<file path="config.mk">
export PLATFORM = sky130hd
export DESIGN_NAME = ofs_plat_axi_mem_lite_csr_bridge
export DESIGN_NICKNAME = d
export VERILOG_FILES = /design/src/rtl/ofs_plat_axi_mem_pkg.sv /design/src/rtl/ofs_plat_axi_mem_lite_csr_bridge.sv
export SDC_FILE = /design/constraint.sdc
export NUM_CORES = 1
export LEC_CHECK = 0
export BUFFER_PORTS_ARGS = -buffer_cell sky130_fd_sc_hd__buf_4
export CAP_MARGIN = 20
export CELL_PAD_IN_SITES_DETAIL_PLACEMENT = 1
export CELL_PAD_IN_SITES_GLOBAL_PLACEMENT = 1
export CORE_MARGIN = 2
export CORE_UTILIZATION = 34
export DETAILED_ROUTE_END_ITERATION = 8
export PLACE_DENSITY_LB_ADDON = 0.1
export SETUP_SLACK_MARGIN = 0.02
export SLEW_MARGIN = 20
export SYNTH_ARGS = -nofsm -noshare
export SYNTH_HDL_FRONTEND = slang
export SYNTH_SLANG_ARGS = --single-unit
</file>
<file path="constraint.sdc">
create_clock -name clk -period 3.7 [get_ports clk]
set_input_delay 0.555 -clock clk [delete_from_list [all_inputs] [get_ports clk]]
set_output_delay 0.555 -clock clk [all_outputs]
set_load 0.05 [all_outputs]
</file>
<file path="src/rtl/ofs_plat_axi_mem_pkg.sv">
// Shared types for the AXI-Lite memory platform blocks.
// Holds the CSR bridge FSM encoding and the AXI response codes.
package ofs_plat_axi_mem_pkg;

    typedef enum logic [2:0] {
        IDLE,
        CSR_REQ,
        CSR_WAIT,
        B_RSP,
        R_RSP
    } csr_bridge_state_e;

    localparam logic [1:0] RESP_OKAY   = 2'b00;
    localparam logic [1:0] RESP_SLVERR = 2'b10;

    function automatic logic [1:0] resp_of(input logic err);
        return err ? RESP_SLVERR : RESP_OKAY;
    endfunction

endpackage

</file>
<file path="src/rtl/ofs_plat_axi_mem_lite_csr_bridge.sv">
// AXI-Lite slave to simple CSR request/response bridge.
// Carries one transaction at a time; ties alternate write/read.
module ofs_plat_axi_mem_lite_csr_bridge
    import ofs_plat_axi_mem_pkg::*;
#(
    parameter int ADDR_WIDTH = 16,
    parameter int DATA_WIDTH = 64
) (
    input  logic                    clk,
    input  logic                    reset,

    input  logic                    awvalid,
    output logic                    awready,
    input  logic [ADDR_WIDTH-1:0]   awaddr,

    input  logic                    wvalid,
    output logic                    wready,
    input  logic [DATA_WIDTH-1:0]   wdata,
    input  logic [DATA_WIDTH/8-1:0] wstrb,

    output logic                    bvalid,
    input  logic                    bready,
    output logic [1:0]              bresp,

    input  logic                    arvalid,
    output logic                    arready,
    input  logic [ADDR_WIDTH-1:0]   araddr,

    output logic                    rvalid,
    input  logic                    rready,
    output logic [DATA_WIDTH-1:0]   rdata,
    output logic [1:0]              rresp,

    output logic                    csr_req_valid,
    input  logic                    csr_req_ready,
    output logic                    csr_req_write,
    output logic [ADDR_WIDTH-1:0]   csr_req_addr,
    output logic [DATA_WIDTH-1:0]   csr_req_wdata,
    output logic [DATA_WIDTH/8-1:0] csr_req_wstrb,

    input  logic                    csr_rsp_valid,
    input  logic [DATA_WIDTH-1:0]   csr_rsp_rdata,
    input  logic                    csr_rsp_error
);

    localparam int STRB_WIDTH = DATA_WIDTH / 8;

    if (DATA_WIDTH != 32 && DATA_WIDTH != 64) begin : g_bad_width
        $error("DATA_WIDTH must be 32 or 64");
    end

    csr_bridge_state_e state_q;
    csr_bridge_state_e state_d;

    logic                  last_was_write_q;
    logic                  write_q;
    logic [ADDR_WIDTH-1:0] addr_q;
    logic [DATA_WIDTH-1:0] wdata_q;
    logic [STRB_WIDTH-1:0] wstrb_q;
    logic [1:0]            bresp_q;
    logic [1:0]            rresp_q;
    logic [DATA_WIDTH-1:0] rdata_q;

    logic wr_elig;
    logic rd_elig;
    logic can_grant;
    logic grant_wr;
    logic grant_rd;
    logic rsp_take;

    // Grants are suppressed while reset is high so no input is sampled.
    assign wr_elig   = awvalid && wvalid;
    assign rd_elig   = arvalid;
    assign can_grant = (state_q == IDLE) && !reset;
    assign grant_wr  = can_grant && wr_elig
                     && (!rd_elig || !last_was_write_q);
    assign grant_rd  = can_grant && rd_elig && !grant_wr;
    assign rsp_take  = (state_q == CSR_WAIT) && csr_rsp_valid;

    always_comb begin
        state_d = state_q;
        unique case (state_q)
            IDLE: begin
                if (grant_wr || grant_rd) state_d = CSR_REQ;
            end
            CSR_REQ: begin
                if (csr_req_ready) state_d = CSR_WAIT;
            end
            CSR_WAIT: begin
                if (csr_rsp_valid) state_d = write_q ? B_RSP : R_RSP;
            end
            B_RSP: begin
                if (bready) state_d = IDLE;
            end
            R_RSP: begin
                if (rready) state_d = IDLE;
            end
            default: state_d = IDLE;
        endcase
    end

    always_ff @(posedge clk) begin
        if (reset) begin
            state_q <= IDLE;
        end else begin
            state_q <= state_d;
        end
    end

    always_ff @(posedge clk) begin
        if (reset) begin
            last_was_write_q <= 1'b0;
            write_q          <= 1'b0;
            addr_q           <= '0;
            wdata_q          <= '0;
            wstrb_q          <= '0;
        end else if (grant_wr || grant_rd) begin
            last_was_write_q <= grant_wr;
            write_q          <= grant_wr;
            addr_q           <= grant_wr ? awaddr : araddr;
            wdata_q          <= grant_wr ? wdata : '0;
            wstrb_q          <= grant_wr ? wstrb : '0;
        end
    end

    // Response registers only change on capture, so rdata holds between reads.
    always_ff @(posedge clk) begin
        if (reset) begin
            bresp_q <= RESP_OKAY;
            rresp_q <= RESP_OKAY;
            rdata_q <= '0;
        end else if (rsp_take) begin
            if (write_q) begin
                bresp_q <= resp_of(csr_rsp_error);
            end else begin
                rresp_q <= resp_of(csr_rsp_error);
                rdata_q <= csr_rsp_rdata;
            end
        end
    end

    assign awready       = grant_wr;
    assign wready        = grant_wr;
    assign arready       = grant_rd;

    assign csr_req_valid = (state_q == CSR_REQ);
    assign csr_req_write = write_q;
    assign csr_req_addr  = addr_q;
    assign csr_req_wdata = wdata_q;
    assign csr_req_wstrb = wstrb_q;

    assign bvalid        = (state_q == B_RSP);
    assign bresp         = bresp_q;
    assign rvalid        = (state_q == R_RSP);
    assign rresp         = rresp_q;
    assign rdata         = rdata_q;

endmodule

</file>
Word-level counts from Yosys, hierarchy flattened --
Index checks and enable logic that the tools add are counted.
Storage, ports and cells: flip-flop bits (word level) 160, bits in latches 0, bits in writable memories 0, memory bits (read-only) 0, input bits 178, output and inout port bits 163, word-level logic and storage cells 46, memories 0
Operators by class: add/sub/neg operators 0, multipliers 0, divide/modulo/power cells 0, $lt $le $gt $ge 0, eq/ne operators 9, shift-type cells 0, muxes and demuxes 11, bitwise logic cells 1, reductions and logical operators 17
Operator list (count):
- 64-bit two-way mux | 1
- 3-bit two-way mux | 6
- 16-bit two-way mux | 1
- 3-bit case mux with 5 select lines | 1
- 8-bit two-way mux | 1
- 2-bit by 1-bit inequality test with 1-bit output (second input constant) | 4
- 1-bit logical AND | 7
- 3-bit by 2-bit == test with 1-bit output (second input constant) | 2
- 5-bit AND reduction | 1
- 1-bit zero test | 4
- 2-bit AND reduction | 2
- 3-bit by 1-bit == test with 1-bit output (second input constant) | 1
- 3-bit == test (second input constant) | 1
- 3-bit zero test | 1
- 1-bit logical OR | 2
- 2-bit two-way mux | 1
- 2-bit inequality test (second input constant) | 1
- 1-bit NOT | 1

Longest topological paths before layout --
depth after elaboration 9, depth in mapped cells 7, gate-level depth less buffers 3

Worst setup path after synthesis --
No wires, ideal clock.
path type input-to-output, start in reset, end out wready, arrival 2.975 ns, data required time 3.145 ns, path slack 0.170 ns, stages on the path 6, path buffers 4, path through clkbuf_1 > or4_4 > buf_6 > buf_6 > nor3_1 > buf_4
On the way: longest elaborated chain between the ends 4
Ends and longest elaborated chain:
- start: declaration | RTL line ofs_plat_axi_mem_lite_csr_bridge.sv:10 | input logic reset,
- 1-bit zero test | RTL line ofs_plat_axi_mem_lite_csr_bridge.sv:74 | assign can_grant = (state_q == IDLE) && !reset;
- 1-bit logical AND | RTL line ofs_plat_axi_mem_lite_csr_bridge.sv:74
- 1-bit logical AND | RTL line ofs_plat_axi_mem_lite_csr_bridge.sv:75 | assign grant_wr = can_grant && wr_elig
- 1-bit logical AND | RTL line ofs_plat_axi_mem_lite_csr_bridge.sv:76 | && (!rd_elig || !last_was_write_q);
- end: declaration | RTL line ofs_plat_axi_mem_lite_csr_bridge.sv:17 | output logic wready,
No other way between the ends.

Final worst setup path --
start reg state_q[1], end out awready
On the way: longest elaborated chain between the ends 4
Ends and longest elaborated chain:
- start: declaration | RTL line ofs_plat_axi_mem_lite_csr_bridge.sv:52 | csr_bridge_state_e state_q;
- start signal: assignment | RTL line ofs_plat_axi_mem_lite_csr_bridge.sv:106 | state_q <= state_d;
- 3-bit zero test | RTL line ofs_plat_axi_mem_lite_csr_bridge.sv:74
- 1-bit logical AND | RTL line ofs_plat_axi_mem_lite_csr_bridge.sv:74
- 1-bit logical AND | RTL line ofs_plat_axi_mem_lite_csr_bridge.sv:75
- 1-bit logical AND | RTL line ofs_plat_axi_mem_lite_csr_bridge.sv:76
- end: declaration | RTL line ofs_plat_axi_mem_lite_csr_bridge.sv:13 | output logic awready,
No other way between the ends.

==> results.md <==
- The worst setup path is captured at an output pin.
- Using the TritonRoute via totals, the vias-per-cell ratio works out to between 5 and 6.
- The die area is ~20000 µm².
- The combinational cell fraction of total power is 0.180.
- VDD sags by at most approximately 320 µV.
- The routed length per placed instance is 19.6 µm.
- In this run the worst hold path is classified as in -> reg.
- After synthesis the cells add up to approximately 6500 µm².
- The setup violation total in the final timing report is 0.
- The aggregate negative setup slack is 0 ps.
- The post-CTS clock slew at the launch and capture registers of the worst setup and hold paths is around 60 ps.
- The height of the die is about 140 µm.
- The placed wire-length estimate is ~16000 µm.
- Between clock sinks in the finished design, the worst skew comes to about 10 ps.
- The count of filler cells inserted in the layout is 2234.
- The leakage power of the design is roughly 3.8 nW.
- The floorplan step set the die width to roughly 140 µm.
- The first global-routing pass estimated ~39000 µm of wire.
- The share of layout cells above drive strength 1 is 0.384.
- After synthesis the netlist holds a flip-flop and latch count of ~160.
- For the pin with the worst max-slew slack, the measured transition is approximately 1100 ps.
- At the end of routability-driven placement, the weighted congestion stood at 0.818.
- The layout-stage area growth over the synthesis result is 47.9%.
- Of the total power, the clock network draws 0.417.
- The diode insertion count for antenna repair is 0.
- Counting along the longest clock path gives a buffer depth of 2.
- The origin of the worst min-delay path is reset.
- On the final layout, the worst hold slack is around 390 ps.
- The power density over the cells is 463 nW/µm².
- The largest fanout on the critical path is 12.
- The count of unresolved DRC violations after routing is 0.
- The switching part of the total is 0.293.
- The library cells used most frequently in the layout, excluding fill and tap cells, are 349 x sky130_fd_sc_hd__buf_4, 157 x sky130_fd_sc_hd__dfxtp_1, 154 x sky130_fd_sc_hd__a21oi_1.
- The beginning of the worst register-to-register path is csr_req_write.
- The number of pins with negative max-slew slack in the final report is 0.
- After clock tree synthesis, the repair step resized 0 gates.
- For the finished layout, the period the worst path requires is 2640 ps.
- The first routing iteration left 336 violations.
- After synthesis, the mean cell area works out to approximately 8.4 µm².
- In this run, post-CTS hold repair placed 0 buffers.
- The internal power summed over all cells is 0.00315 W.
- Detailed routing placed a total of between 10000 and 15000 µm of wire on met2.
- The critical path goes through or4_4, nor3_1, buf_4.
- After routing the design area is between 9000 and 10000 µm².
- The flow ran to the end, and the final reports show no timing, DRC or antenna violations.
- The CTS tree is yes.
- The kind of start point of the critical path is a flip-flop.
- The number of antenna violations at the first check in global routing is 0.
- The length of the first detailed-routing pass in iterations is 4.
- The count of buffers inserted at the top-level ports is between 300 and 400.
- In the synthesized netlist, the number of instances is roughly 770.
- The achievable frequency is approximately 0.38 GHz.
- The final hold violation count came to 0.
- The number of global-route vias before repair is 7049.
- The area of placed instances is approximately 9000 µm².
- The net switching power of the design is approximately 0.0013 W.
- The highest layer used for signal routing is met4.
- Counting the buffers created by CTS gives 17.
- After synthesis, the netlist uses 35 different library cells.
- The global routing usage summed across all routing layers is 0.240.
- The routed layout has between 7000 and 8000 vias.
- Wires add up to roughly 25000 µm.
- The final layout contains 1217 nets.
- Entering global routing, the biggest net connects around 110 pins.
- The initial utilization of the core area, before any placement, comes to 0.347.
- The clock net sink count is between 150 and 200.
- The sequential share of power is 0.402.
- Data on the critical path is required at its endpoint by ~3100 ps.
- Data on the critical path arrives at its endpoint at 2090 ps.
- Setup repair after global routing left no endpoint under its margin.
- The worst-path cell with the longest stage delay is sky130_fd_sc_hd__or4_4.
- The share of synthesized area occupied by flip-flops and latches is 0.486.
- The largest single stage delay on the critical path is between 500 and 600 ps.
- Dividing the final minimum period by the clock period gives 0.714.
- The met1 layer wirelength in the final routing is ~11000 µm.
- The most critical setup path has its startpoint at state_q[1].
- The number of max-cap violations is 0.
- The root buffer cell chosen for the clock tree is sky130_fd_sc_hd__clkbuf_16.
- The number of warnings printed during yosys synthesis is 0.
- After floorplanning, the core was divided into 50 placement rows.
- The clock latency reported for the late side of the worst-skew pair is around 420 ps.
- Detailed routing placed a total of about 2000 µm of wire on met3.
- In this run the number of H-tree levels came out at 4.
- The number of ports placed on the die boundary is 341.
- The most frequent standard cell in the layout excluding fill and tap cells is sky130_fd_sc_hd__buf_4.
- The final antenna-violating net count is 0.
- The post-CTS setup buffer count is 0.
- The placeable core area is 18800 µm².
- The startpoint-to-endpoint class of the critical path is reg -> out.
- Global routing finished with a remaining overflow of 0.
- Headroom to the max-slew limit came out at 0.271.
## synth_stat cells
cell / n / area share
sky130_fd_sc_hd__a31oi_1: 1 / 0.00096
sky130_fd_sc_hd__a2111oi_0: 1 / 0.0013
sky130_fd_sc_hd__buf_2: 9 / 0.0069
sky130_fd_sc_hd__nor3_1: 1 / 0.00077
sky130_fd_sc_hd__nor4b_2: 12 / 0.028
sky130_fd_sc_hd__a211oi_1: 1 / 0.0012
sky130_fd_sc_hd__nand4_1: 72 / 0.069
sky130_fd_sc_hd__inv_1: 4 / 0.0023
sky130_fd_sc_hd__clkbuf_1: 83 / 0.048
sky130_fd_sc_hd__buf_1: 3 / 0.0017
sky130_fd_sc_hd__conb_1: 1 / 0.00058
sky130_fd_sc_hd__mux2_2: 1 / 0.0017
sky130_fd_sc_hd__nand3b_1: 1 / 0.0012
sky130_fd_sc_hd__o311ai_0: 1 / 0.0013
sky130_fd_sc_hd__nor2_1: 2 / 0.0012
sky130_fd_sc_hd__and4bb_2: 1 / 0.0019
sky130_fd_sc_hd__buf_4: 3 / 0.0035
sky130_fd_sc_hd__a31o_2: 1 / 0.0013
sky130_fd_sc_hd__o21ai_0: 138 / 0.11
sky130_fd_sc_hd__or4_4: 1 / 0.0017
sky130_fd_sc_hd__a21o_1: 1 / 0.0012
sky130_fd_sc_hd__nand3_1: 66 / 0.051
sky130_fd_sc_hd__nor4_1: 32 / 0.031
sky130_fd_sc_hd__nor4_4: 1 / 0.0033
sky130_fd_sc_hd__nor3b_1: 2 / 0.0023
sky130_fd_sc_hd__nand2_1: 4 / 0.0023
sky130_fd_sc_hd__a21oi_1: 155 / 0.12
sky130_fd_sc_hd__o21a_1: 1 / 0.0012
sky130_fd_sc_hd__a22oi_1: 1 / 0.0012
sky130_fd_sc_hd__buf_6: 6 / 0.010
sky130_fd_sc_hd__nand4bb_1: 1 / 0.0017
sky130_fd_sc_hd__nor4b_1: 4 / 0.0054
sky130_fd_sc_hd__dfxtp_1: 158 / 0.49
sky130_fd_sc_hd__and3b_1: 2 / 0.0027
sky130_fd_sc_hd__and2_1: 2 / 0.0019
## per-stage QoR
step | power [W] | cells | worst slack [ps] | utilization
after global routing | 0.00462 | 1285 | 975 | 0.513
after CTS | 0.00450 | 1285 | 1040 | 0.513
after detailed placement | 0.00264 | 1254 | 1320 | 0.480
after global placement | 0.00263 | 1254 | 1330 | 0.480
final | 0.00446 | 1285 | 1060 | 0.513
after floorplan | 0.00232 | 774 | 170 | -
## cell families after synthesis
family | Yosys count | synth area share
AO/OA/AOI/OAI | 301 | 0.235
buffers and inverters | 108 | 0.0726
flip-flops | 158 | 0.486
multiplexers | 1 | 0.00173
other | 1 | 0.000576
AND/OR/NAND/NOR | 204 | 0.205
## power groups by stage
stage | clock, W | sequential (W) | combinational [W]
floorplan | 0 | 0.00201 | 0.000304
global placement | 0 | 0.00183 | 0.000803
detailed placement | 0 | 0.00183 | 0.000806
CTS | 0.00190 | 0.00179 | 0.000807
global route | 0.00197 | 0.00180 | 0.000857
finish | 0.00186 | 0.00179 | 0.000805
## routing by layer
layer  up-vias  GRT usage
li1       3410          -
met1      3363      0.295
met2       254      0.389
met3        40     0.0801
met4         0     0.0969
met5         -          0
## final cells by class
class                           count  area [µm²]  area share
Multi-Input combinational cell    508        2900       0.301
Timing Repair Buffer              350        2640       0.274
Clock inverter                     11         154      0.0160
Sequential cell                   158        3160       0.328
Inverter                            4        15.0     0.00156
Tap cell                          234         293      0.0304
Clock buffer                       20         467      0.0484
## critical path: cells and delay by family (launching register included)
family,cells,cell delay (ps)
AND/OR/NAND/NOR,2,950
flip-flops,1,440
buffers and inverters,1,280
## worst paths after layout
kind | end | slack [ps] | depth (start not counted)
worst min-delay path | state_q[1] | 390 | 2
worst max-delay path | awready | 1060 | 3
worst min register to register | csr_req_wdata[20] | 480 | 2
worst max register to register | csr_req_wstrb[4] | 1330 | 5
## registers in the layout, summed over array words and instances (netlist names)
signal / cells
state_q: 3
csr_req_wdata: 64
csr_req_wstrb: 8
rresp: 1
rdata: 64
csr_req_write: 1
csr_req_addr: 16
bresp: 1
(Power assumes the default switching activity.)
